## src/rtl/msg_sequencer.sv

```systemverilog
// Message sequencer: plays up to eight 3-bit character codes into the code register,
// one per prescaler tick, with free-run, loop and single-step modes.
module msg_sequencer #(
  parameter int TICK_DIV = 25000000,
  parameter int CNT_W    = 25
) (
  input  logic       Clock,
  input  logic       Resetn,
  input  logic       WrEn,
  input  logic [2:0] WrAddr,
  input  logic [2:0] WrData,
  input  logic [2:0] Len,
  input  logic       Run,
  input  logic       Loop,
  input  logic       Step,
  output logic [2:0] D,
  output logic       Load,
  output logic [2:0] Index,
  output logic       Busy,
  output logic       Done
);

  typedef enum logic [1:0] {
    IDLE = 2'd0,
    RUN  = 2'd1,
    DONE = 2'd2
  } state_t;

  localparam logic [CNT_W-1:0] TICK_LAST = CNT_W'(TICK_DIV - 1);
  localparam logic [CNT_W-1:0] CNT_ONE   = CNT_W'(1);

  state_t           state_r, state_nxt_s;
  logic [CNT_W-1:0] cnt_r, cnt_nxt_s;
  logic [2:0]       mem_r [8];
  logic             step_q_r;
  logic [2:0]       d_r, index_r;
  logic             load_r, busy_r, done_r;

  logic             tick_s, at_end_s, step_edge_s, restart_s, adv_s;
  logic [2:0]       nxt_idx_s;

  assign tick_s      = (cnt_r == TICK_LAST);
  assign at_end_s    = (index_r >= Len);
  assign nxt_idx_s   = at_end_s ? 3'd0 : index_r + 3'd1;
  assign step_edge_s = Step & ~step_q_r;

  // State register, prescaler and step edge history
  always_ff @(posedge Clock or negedge Resetn) begin
    if (!Resetn) begin
      state_r  <= IDLE;
      cnt_r    <= '0;
      step_q_r <= 1'b0;
    end else begin
      state_r  <= state_nxt_s;
      cnt_r    <= cnt_nxt_s;
      step_q_r <= Step;
    end
  end

  // Next state, prescaler next value and datapath commands
  always_comb begin
    state_nxt_s = state_r;
    cnt_nxt_s   = '0;
    restart_s   = 1'b0;
    adv_s       = 1'b0;
    case (state_r)
      IDLE: begin
        // Run has priority over a simultaneous Step edge
        if (Run) begin
          state_nxt_s = RUN;
          restart_s   = 1'b1;
        end else if (step_edge_s) begin
          adv_s = 1'b1;
        end else begin
          adv_s = 1'b0;
        end
      end
      RUN: begin
        if (!Run) begin
          state_nxt_s = IDLE;
        end else if (tick_s) begin
          if (at_end_s && !Loop) begin
            state_nxt_s = DONE;
          end else begin
            adv_s = 1'b1;
          end
        end else begin
          cnt_nxt_s = cnt_r + CNT_ONE;
        end
      end
      DONE: begin
        if (!Run) begin
          state_nxt_s = IDLE;
        end else begin
          state_nxt_s = DONE;
        end
      end
      default: begin
        state_nxt_s = IDLE;
      end
    endcase
  end

  // Message memory, registered character output and status flags
  always_ff @(posedge Clock or negedge Resetn) begin
    if (!Resetn) begin
      for (int i = 0; i < 8; i++) mem_r[i] <= 3'd0;
      d_r     <= 3'd0;
      index_r <= 3'd0;
      load_r  <= 1'b0;
      busy_r  <= 1'b0;
      done_r  <= 1'b0;
    end else begin
      if (WrEn) begin
        mem_r[WrAddr] <= WrData;
      end
      // Reads see the pre-write memory contents, so a same-address write is not forwarded
      if (restart_s) begin
        index_r <= 3'd0;
        d_r     <= mem_r[0];
        load_r  <= 1'b1;
      end else if (adv_s) begin
        index_r <= nxt_idx_s;
        d_r     <= mem_r[nxt_idx_s];
        load_r  <= 1'b1;
      end else begin
        load_r  <= 1'b0;
      end
      busy_r <= (state_nxt_s == RUN);
      done_r <= (state_nxt_s == DONE);
    end
  end

  assign D     = d_r;
  assign Load  = load_r;
  assign Index = index_r;
  assign Busy  = busy_r;
  assign Done  = done_r;

endmodule

```

## config.mk

```make
export PLATFORM = sky130hd
export DESIGN_NAME = msg_sequencer
export DESIGN_NICKNAME = d
export VERILOG_FILES = /design/src/rtl/msg_sequencer.sv
export SDC_FILE = /design/constraint.sdc
export NUM_CORES = 1
export LEC_CHECK = 0
export ABC_AREA = 1
export CAP_MARGIN = 20
export CORE_MARGIN = 2
export CORE_UTILIZATION = 50
export DETAILED_ROUTE_END_ITERATION = 8
export PLACE_DENSITY = 0.82
export SYNTH_ARGS = -nofsm -noshare
export SYNTH_HDL_FRONTEND = slang
export SYNTH_SLANG_ARGS = --single-unit
```

## constraint.sdc

```tcl
create_clock -name Clock -period 3.77 [get_ports Clock]
set_input_delay 0.754 -clock Clock [delete_from_list [all_inputs] [get_ports Clock]]
set_output_delay 0.754 -clock Clock [all_outputs]
set_load 0.02 [all_outputs]
```

-- Yosys cells after proc, flatten, opt, wreduce, memory -nomap -nowiden
Cells that the tools add are included.
Widths: inputs -> output; s select.
- $lt $le $gt $ge: 4
- reduce and logical (&&, ||, !) cells: 5
- bitwise operators: 4
- add/sub/neg operators: 2
- mux-type cells: 30
- equality and inequality tests: 5
- operators with widths (kind ; number):
    $mux 25 ; 3
    $add 25x1->25 const B ; 1
    $eq 25x25->1 const B ; 1
    $bwmux 24 ; 1
    $mux 3 ; 8
    $mux 2 ; 5
    $bmux 3 s3 ; 1
    $demux 3 s3 ; 1
    $mux 1 ; 9
    $ge 4x4->1 const B ; 2
    $not 3->4 ; 2
    $pmux 2 s3 ; 1
    $eq 2x1->1 const B ; 2
    $eq 2x2->1 const B ; 2
    $lt 4x1->1 const B ; 1
    $add 3x1->3 const B ; 1
    $ge 3x3->1 ; 1
    $logic_and 1x1->1 ; 2
    $logic_not 2->1 ; 1
    $pmux 1 s2 ; 1
    $reduce_bool 2->1 ; 1
    $and 1x1->1 ; 1
    $logic_not 1->1 ; 1
    $not 1->1 ; 1
- output and inout bits: 9
- register bits: 61
- logic and storage cells: 66
- input port bits: 15

-- Depth between registers and ports, before layout
Gate-level depths: netlist of the first run.
- word-level depth: 8
- depth in mapped cells: 14
- depth with buffers taken out: 13

-- Least setup slack after synthesis of the first run
OpenSTA, ideal clock, no wires.
- path type: input port to flip-flop
- start: in Len[2]
- end: reg d_r[2] (netlist: D[2])
- library setup time: 0.065 ns
- stages on the path: 12
- setup slack: 1.710 ns
- arrival: 1.995 ns
- buffers on the path: 1
- data required time: 3.705 ns
- cell sequence: inv_1 ha_1 a21oi_4 nand3_1 buf_2 nand2_1 nand2_1 o21ai_0 nand2_1 nand2_1 nand2_1 nand2_1
- cells in the longest elaborated chain, start to end: 8
- elaborated cells on any way between the ends: 14
- those cells by class: 1 x order compare; 10 x mux; 1 x bitwise; 2 x reduce/logical
- ends and longest elaborated chain (item ; line ; text):
    start: declaration ; 12 ; input logic [2:0] Len,
    $ge 3x3->1 * ; 43 ; assign at_end_s = (index_r >= Len);
    $mux 3 ; 44 ; assign nxt_idx_s = at_end_s ? 3'd0 : index_r + 3'd1;
    $not 3->4 (implied by the code) ; 124 ; d_r <= mem_r[nxt_idx_s];
    $bmux 3 s3 ; 124 ;
    $mux 3 (implied by the code) (2 in a row) ; 124 ;
    $mux 3 ; 122 ; end else if (adv_s) begin
    $mux 3 ; 118 ; if (restart_s) begin
    end signal: assignment ; 120 ; d_r <= mem_r[0];
    end signal: assignment ; 124 ;
    end: declaration ; 36 ; logic [2:0] d_r, index_r;
Every way passes the cells marked *; elsewhere a longest branch is shown, timed or not. The select of a mux whose other input is x is not followed.
A chain may end at the register's enable or synchronous reset.

-- Worst setup path in the final report of the first run
- start: in Len[2]
- end: reg d_r[1] (netlist: D[1])
Same word-level chain as after synthesis.

==> results.cfg, run 1 <==
[run_status]
outcome = complete, no violations

[floorplanning]
ios = 24
die_area_um2 = 7170
chipHeight_um = 84.7
die_width_um = 84.7
coreArea_um2 = 6310
start_util_pct = 51.5
rows = 29

[clocking]
h-tree-depth = 3
cts.sinks = 61
numCtsBuffers = 9
clk_latency_ns = 0.34
cts_hold_buf = 0
clk_pin_slew_ns = 0.07
cts_tree = built
clockBufferDepth = 2
post-cts-setup-buffer-count = 0
post_cts_resized = 0
root_buffer = clkbuf_8

[final_layout]
fin_area_um2 = 3750
layout-drive-gt1-share_pct = 8.14
num_antenna_cells = 0
final_common_cell = nand2_1
syn2layout_area_growth_pct = 15.2
fin_cells = 544
final_nets = 485
fill_cells = 567
layout_common_cells = 118 x nand2_1, 61 x dfrtp_1, 57 x inv_1, 51 x nor2_1, 33 x o21ai_0
final_util_pct = 59.4

[setup_path]
cp_data_required_time_ns = 4.05
cp_slowest_cell = clkdlybuf4s50_1
path_cells = clkdlybuf4s50_1 > inv_1 > ha_1 > a21oi_4 > nand3_1 > inv_1 > nand3_1 > nand2_1 > nand2_1 > nand3_1 > nand2_1 > nand2_1
critical_path_class = in -> reg
cp-start-kind = input port
crit_path_frequent_cell = nand2_1
endpoint_kind = register
path_buf_inv = 3
arrival_ns = 2.84
critPathMaxStageDelay_ns = 0.48
crit_family = buffers and inverters
crit_path_max_fanout = 11

[global_route]
grt_use_total_pct = 22.0
grt_overflow = 0
antenna_found_initial = 0
grt_pass1_wl_um = 12700
grt_pass1_vias = 2853
grt_max_degree = 33

[sta]
finalSetupTns_ns = 0
rsz0062_at_grt = no
finalSetupViolations = 0
fin_skew_ns = 0.00659
worstMarginPinSlew_ns = 0.640
min_period_ns = 2.56
setup_slack_ns = 1.21
fmax_ghz = 0.391
holdWs_ns = 0.436
maxSlewViolCount = 0
hold_viol = 0
period_share_pct = 67.9
max_slew_margin_pct = 57.4

[worst_hold_path]
hp-class = in -> async

[detailed_routing]
vias = 2897
antenna_left = 0
wl_per_cell_um = 13.2
drtIter0Drc = 212
viasPerCell = 5.33
drc = 0
routed_wirelength_um = 7200
drtPass1Iterations = 4

[run]
max_cap_violations = 0

[power_and_ir_drop]
p_leak_nw = 1.80
vdd_ir_drop_max_uv = 391
p_per_area_nw_per_um2 = 421
total_power_mw = 1.58

[placement]
routabilityCongestion = 0.975
place_worst_setup_slack_ns = 0.895
hpwl_um = 5350
place_area_um2 = 3560
dp_cells = 531
io_buffers = 23

[synthesis]
async_flop_share_pct = 100
seq_area_frac_synth_pct = 46.9
synth-seq-cells = 61
syn_area_per_cell_um2 = 7.51
syn_inst = 433
ys.flop_type = dfrtp_1
yosysWarnings = 0
synth_edf_count = 0
yosysTopAreaCell = dfrtp_1
synth_nets = 453
synth_area_leaders = dfrtp_1 47%, nand2_1 14%, inv_1 6.6%
ys_types = 28
syn_area_um2 = 3250
yosys.area.top_type_share_pct = 46.9
## worst register-to-register path, delay by kind of cell (launching register included)
kind,cells,cell delay (ns)
DFF,1,0.48
AOI/OAI and AO/OA,2,0.29
adders and majority gates,1,0.29
buffers and inverters,3,0.31
and+or+nand+nor,7,0.67
## Yosys cell counts, types with 4 or more instances
| cell | instances |
|---|---|
| a21oi_1 | 12 |
| a31oi_1 | 4 |
| dfrtp_1 | 61 |
| ha_1 | 5 |
| inv_1 | 57 |
| inv_2 | 5 |
| nand2_1 | 118 |
| nand2_2 | 6 |
| nand3_1 | 28 |
| nand4_1 | 8 |
| nor2_1 | 51 |
| nor3_1 | 18 |
| o21ai_0 | 33 |
## sequential cells by signal (all words and copies together), names as in the netlist
signal    cells
Busy          1
D             3
mem_r        24
cnt_r        25
Index         3
Load          1
state_r       2
Done          1
step_q_r      1
## routing by layer
layer / up-vias / part of all wire (%) / GRT usage, % / wire length, µm
li1: 1445 / - / - / -
met5: - / 0 / 0 / 0
met1: 1382 / 47 / 28.8 / 3370
met3: 12 / 4.3 / 6.10 / 309
met2: 58 / 47 / 35.3 / 3410
met4: 0 / 1.6 / 7.65 / 114
## kinds of logic (layout without fill, tap and decap cells)
kind of cell | after synthesis | count (layout) | share of synthesized area [%]
compound gates | 56 | 56 | 9.54
xor+xnor | 4 | 4 | 1.08
fa+ha+maj | 5 | 5 | 1.92
buf+inv | 65 | 99 | 7.81
flops | 61 | 61 | 46.9
simple gates | 242 | 242 | 32.7
## power breakdown
group / leakage (nW) / switching [mW] / internal, mW / total (mW)
Sequential: 0.803 / 0.0446 / 0.718 / 0.763
Combinational: 0.897 / 0.152 / 0.0983 / 0.250
Clock: 0.0971 / 0.235 / 0.329 / 0.564
Total: 1.80 / 0.432 / 1.15 / 1.58
## cell type report
class                           instances  area (µm²)  area share (%)
Sequential cell                        61        1530            40.7
Multi-Input combinational cell        307        1470            39.3
Timing Repair Buffer                   24         233            6.21
Inverter                               62         233            6.21
Clock buffer                           11         151            4.04
Tap cell                               77        96.3            2.57
Clock inverter                          2        35.0           0.935
## final timing paths
kind	startpoint	cells past startpoint	end	slack (ns)
setup / recovery	Len[2]	12	D[1]	1.21
hold / removal	Resetn	1	mem_r[11]	0.44
setup reg to reg	Index[0]	13	D[2]	1.63
hold reg to reg	cnt_r[0]	1	cnt_r[0]	0.48
max in group asynchronous	Resetn	2	cnt_r[11]	2.48
min in group Clock	cnt_r[0]	1	cnt_r[0]	0.48
(Power assumes the default switching activity.)
==> inputs of run 2 (changes only) <==
--- a/config.mk
+++ b/config.mk
@@ -10,7 +10,7 @@
 export CORE_MARGIN = 2
 export CORE_UTILIZATION = 50
 export DETAILED_ROUTE_END_ITERATION = 8
-export PLACE_DENSITY = 0.82
+export PLACE_DENSITY = 0.84
 export SYNTH_ARGS = -nofsm -noshare
 export SYNTH_HDL_FRONTEND = slang
 export SYNTH_SLANG_ARGS = --single-unit
==> constraint.sdc (replaced) <==
create_clock -name Clock -period 2.2 [get_ports Clock]
set_input_delay 0.44 -clock Clock [delete_from_list [all_inputs] [get_ports Clock]]
set_output_delay 0.44 -clock Clock [all_outputs]
set_load 0.02 [all_outputs]
==> results.cfg, run 2 (synthesis results as in run 1) <==
[run_status]
outcome = complete, no violations

[final_layout]
num_antenna_cells = 0
layout_common_cells = 118 x nand2_1, 60 x dfrtp_1, 57 x inv_1, 51 x nor2_1, 33 x o21ai_0
syn2layout_area_growth_pct = 18.7
regMostFlops = cnt_r
final_nets = 495
reg_top3 = cnt_r (25), mem_r (24)
fill_cells = 564
largest_reg_flops = 25
layout-drive-gt1-share_pct = 10.8
final_common_cell = nand2_1

[worst_hold_path]
hp-class = in -> async

[detailed_routing]
viasPerCell = 5.29
drc = 0
antenna_left = 0
route.met3.wl_um = 323
drtIter0Drc = 299
wl_met1_um = 3450
met2WireLength_um = 3410
drtPass1Iterations = 5
routed_wirelength_um = 7270
wl_per_cell_um = 13.0
vias = 2949
routed.top_layer = met4

[clocking]
cts_hold_buf = 0
cts_tree = built
clk_latency_ns = 0.34
clk_pin_slew_ns = 0.07
clockBufferDepth = 2
h-tree-depth = 3
root_buffer = clkbuf_8
numCtsBuffers = 9
post-cts-setup-buffer-count = 0
cts.sinks = 61

[global_route]
grt_use_total_pct = 21.9
antenna_found_initial = 0
grt_pass1_vias = 2768
grt_max_degree = 27
grt_pass1_wl_um = 12500
grt_overflow = 0

[sta]
fin_skew_ns = 0.00723
rsz0062_at_grt = no
maxSlewViolCount = 0
hold_viol = 0
worstMarginPinSlew_ns = 0.703
finalSetupViolations = 0
setup_slack_ns = 0.165
period_share_pct = 92.5
fmax_ghz = 0.491
max_slew_margin_pct = 52.7
min_period_ns = 2.04

[power_and_ir_drop]
total_power_mw = 2.87
p_per_area_nw_per_um2 = 744
p_leak_nw = 1.85
vdd_ir_drop_max_uv = 508

[setup_path]
endpoint_kind = register
cp_data_required_time_ns = 2.42
r2r-start = Index[0]
arrival_ns = 2.25
cp-start-kind = input port
critical_path_class = in -> reg
r2r-end = Index[0]
rr_worst_depth = 12
crit_path_max_fanout = 5
reg2reg_slack_ns = 0.26

[floorplanning]
die_width_um = 84.7
die_area_um2 = 7170
ios = 24
rows = 29
chipHeight_um = 84.7
start_util_pct = 51.5
coreArea_um2 = 6310

[placement]
place_worst_setup_slack_ns = -0.167
hpwl_um = 5320
io_buffers = 23
routabilityCongestion = 0.926

[run]
max_cap_violations = 0
[run 2: stage by stage]
step	util [%]	cell area [µm²]	hold WS [ns]	cells	TNS [ns]
finish	61.2	3860	0.0319	557	0
global route	61.2	3860	0.0625	557	0
CTS	61.1	3860	0.0486	557	0
detailed placement	57.6	3640	0.403	541	-0.862
global placement	57.6	3640	0.404	541	-0.0867
floorplan	-	3250	0.144	433	0
[run 2: worst max-delay path by stage]
stage	end	slack, ns	start	depth (start not counted)
after CTS	Index[0]	0.18	Len[2]	13
after detailed placement	Index[0]	-0.17	Len[2]	13
final	Index[0]	0.16	Len[2]	13
after global placement	Index[0]	-0.03	Len[2]	11
after global routing	D[2]	0.04	Len[2]	15
after floorplan	D[2]	0.33	Index[0]	14
[run 2: layout make-up]
| class | instances | area, µm² | share of cell area [%] |
|---|---|---|---|
| flip-flops and latches | 61 | 1530 | 39.6 |
| multi-input cells | 307 | 1470 | 38.1 |
| repair buffers | 34 | 308 | 7.97 |
| inverters | 62 | 233 | 6.03 |
| clock buffers | 9 | 124 | 3.21 |
| clock inverters | 7 | 100 | 2.59 |
| well taps | 77 | 96.3 | 2.50 |
[run 2: metal layers]
metal | up-vias | GRT usage [%]
li1 | 1474 | -
met1 | 1384 | 30.7
met2 | 81 | 34.4
met3 | 10 | 5.11
met4 | 0 | 5.63
met5 | - | 0
[run 2: critical path, stage by stage]
cell,delay [ns]
clkdlybuf4s50_1,0.47
inv_1,0.04
ha_1,0.33
nand2_1,0.09
inv_1,0.05
nand2_2,0.09
nand2_1,0.09
a21oi_1,0.16
nand3_2,0.12
nand2_2,0.12
nor2_4,0.06
inv_2,0.10
o21ai_0,0.08
[run 2: power breakdown]
part / switching [mW] / total, mW / leakage (nW) / internal [mW]
logic: 0.269 / 0.459 / 0.944 / 0.190
registers: 0.0767 / 1.31 / 0.802 / 1.23
clock network: 0.466 / 1.11 / 0.102 / 0.640
[run 2: timing repair]
action,4_1_cts,5_1_grt
setup endpoints to repair,0,2
hold endpoints to repair,0,0
resized for setup,0,1
==> RTL edit: new RTL, settings of run 2 <==
Register the output `Done` once more, cleared by the reset; this adds one clock of latency there. The other outputs are not delayed to match.
--- a/src/rtl/msg_sequencer.sv
+++ b/src/rtl/msg_sequencer.sv
@@ -136,5 +136,11 @@
   assign Index = index_r;
   assign Busy  = busy_r;
-  assign Done  = done_r;
+  always_ff @(posedge Clock or negedge Resetn) begin
+    if (!Resetn) begin
+      Done <= '0;
+    end else begin
+      Done <= done_r;
+    end
+  end
 
 endmodule
Formal check against the unedited RTL: same outputs for any inputs over 10 cycles, from zero or initial values and one cycle with Resetn low; that may be too few to reach the edited logic, so the function may still have changed.
==> RTL edit against run 2 <==
Final area grew 3.3%; setup slack gained 0.057 ns; routed wire length grew 7.1%; utilization shrank 1.5 points; clock skew grew 0.0085 ns; count of clock-buffer cells in the layout grew 1; sequential cell count grew 1; combinational power shrank 2%; power shrank 0.14%; synthesized area grew 4.6%; synthesized cell count grew 3.7%; via count grew 4.4%; die area grew 4.4%; critical endpoint is now D[1]; largest power group unchanged.
==> RTL edit: results (changes against run 2) <==
syn-num-nets: 469  # +3.5%
synth.area.top_cells: "sky130_fd_sc_hd__dfrtp_1 (46%), sky130_fd_sc_hd__nand2_1 (13%), sky130_fd_sc_hd__inv_1 (7.5%)"
worstSetupEndpoint: "D[1]"
synth.lib_cells_used.distinct: 34  # +21%
adder_and_majority_cell_fraction_of_the_synthesized_area: 0.0184  # -0.000848
worst-r2r-cell-count: 10  # -2
wire_per_inst_um: 13.6  # +4.0%
drc_marker_count_from_the_first_detailed_route_iteration: 230  # -23%
drt_pass1_iterations: 4  # -1
ff2ff_setup_slack_ns: 0.28  # +0.02 ns
worst_supply_voltage_drop_on_vdd_uv: 403  # -21%
synth_xor_area_frac: 0.0129  # +0.00210
multi_input_area_sq_um: 1570  # +6.6%
synth_sequential_area_ratio: 0.456  # -0.0133
placement.setup.worst_slack_ns: -0.138  # +0.0293 ns
vias_per_cell: 5.36  # +1.3%
total_leakage_power_nw: 1.90  # +2.7%
finalNetCount: 509  # +2.8%
final_layout_size_suffix_gt1_frac: 0.0931  # -0.0152
netlist_top_cells_count: "sky130_fd_sc_hd__nand2_1 (117), sky130_fd_sc_hd__inv_1 (68), sky130_fd_sc_hd__dfrtp_1 (62)"
grt_first_pass_wirelength_mm: 12.9  # +2.7%
postPlaceCellArea_sq_um: 3770  # +3.8%
gp_congestion: 0.912  # -1.6%
worst_path_largest_cell_delay_ns: 0.45  # -0.02 ns
timing.fmax_mhz: 505  # +2.9%
detailroute.via_count: 3078  # +4.4%
relSlewSlack: 0.687  # +0.161
pin_count_of_the_biggest_net_entering_global_routing: 25  # -7.4%
critical_path.max_fanout: 10  # +5
worst_path_arrival_time_ns: 2.22  # -0.03 ns
run_status: "finished, final reports clean"
clock_latency_on_the_worst_skew_pair_ns: 0.36  # +0.02 ns
## RTL edit: layout make-up
| cell class | instances | share of cell area |
|---|---|---|
| inverter | 71 | 0.0668 |
| clock buffer | 10 | 0.0320 |
| clock inverter | 6 | 0.0217 |
| multi-input combinational | 314 | 0.394 |
| tap | 80 | 0.0251 |
| timing repair buffer | 31 | 0.0715 |
| sequential | 62 | 0.389 |
## RTL edit: worst min path at each step
stage	start	end	slack (ns)	cells past startpoint
after global placement	done_r	Done	0.34	0
final	Resetn	cnt_r[10]	0.03	1
after detailed placement	done_r	Done	0.34	0
after global routing	Resetn	cnt_r[10]	0.06	1
after CTS	Resetn	cnt_r[15]	0.04	1
after floorplan	Resetn	Busy	0.14	0
## RTL edit: report_power, final
part | internal (mW) | switching (mW)
Combinational | 0.186 | 0.264
Sequential | 1.25 | 0.0700
Clock | 0.636 | 0.465
## RTL edit: layer usage
metal	up-vias	wire [um]	GRT usage	share of wire
met2	100	3770	0.362	0.48
li1	1527	-	-	-
met4	0	182	0.112	0.023
met1	1431	3330	0.260	0.43
met3	20	497	0.0657	0.064
met5	-	0	0	0
## RTL edit: cells by family after synthesis
family          after synthesis
compound gates               46
xor+xnor                      5
fa+ha+maj                     5
buf+inv                      73
flops                        62
simple gates                258
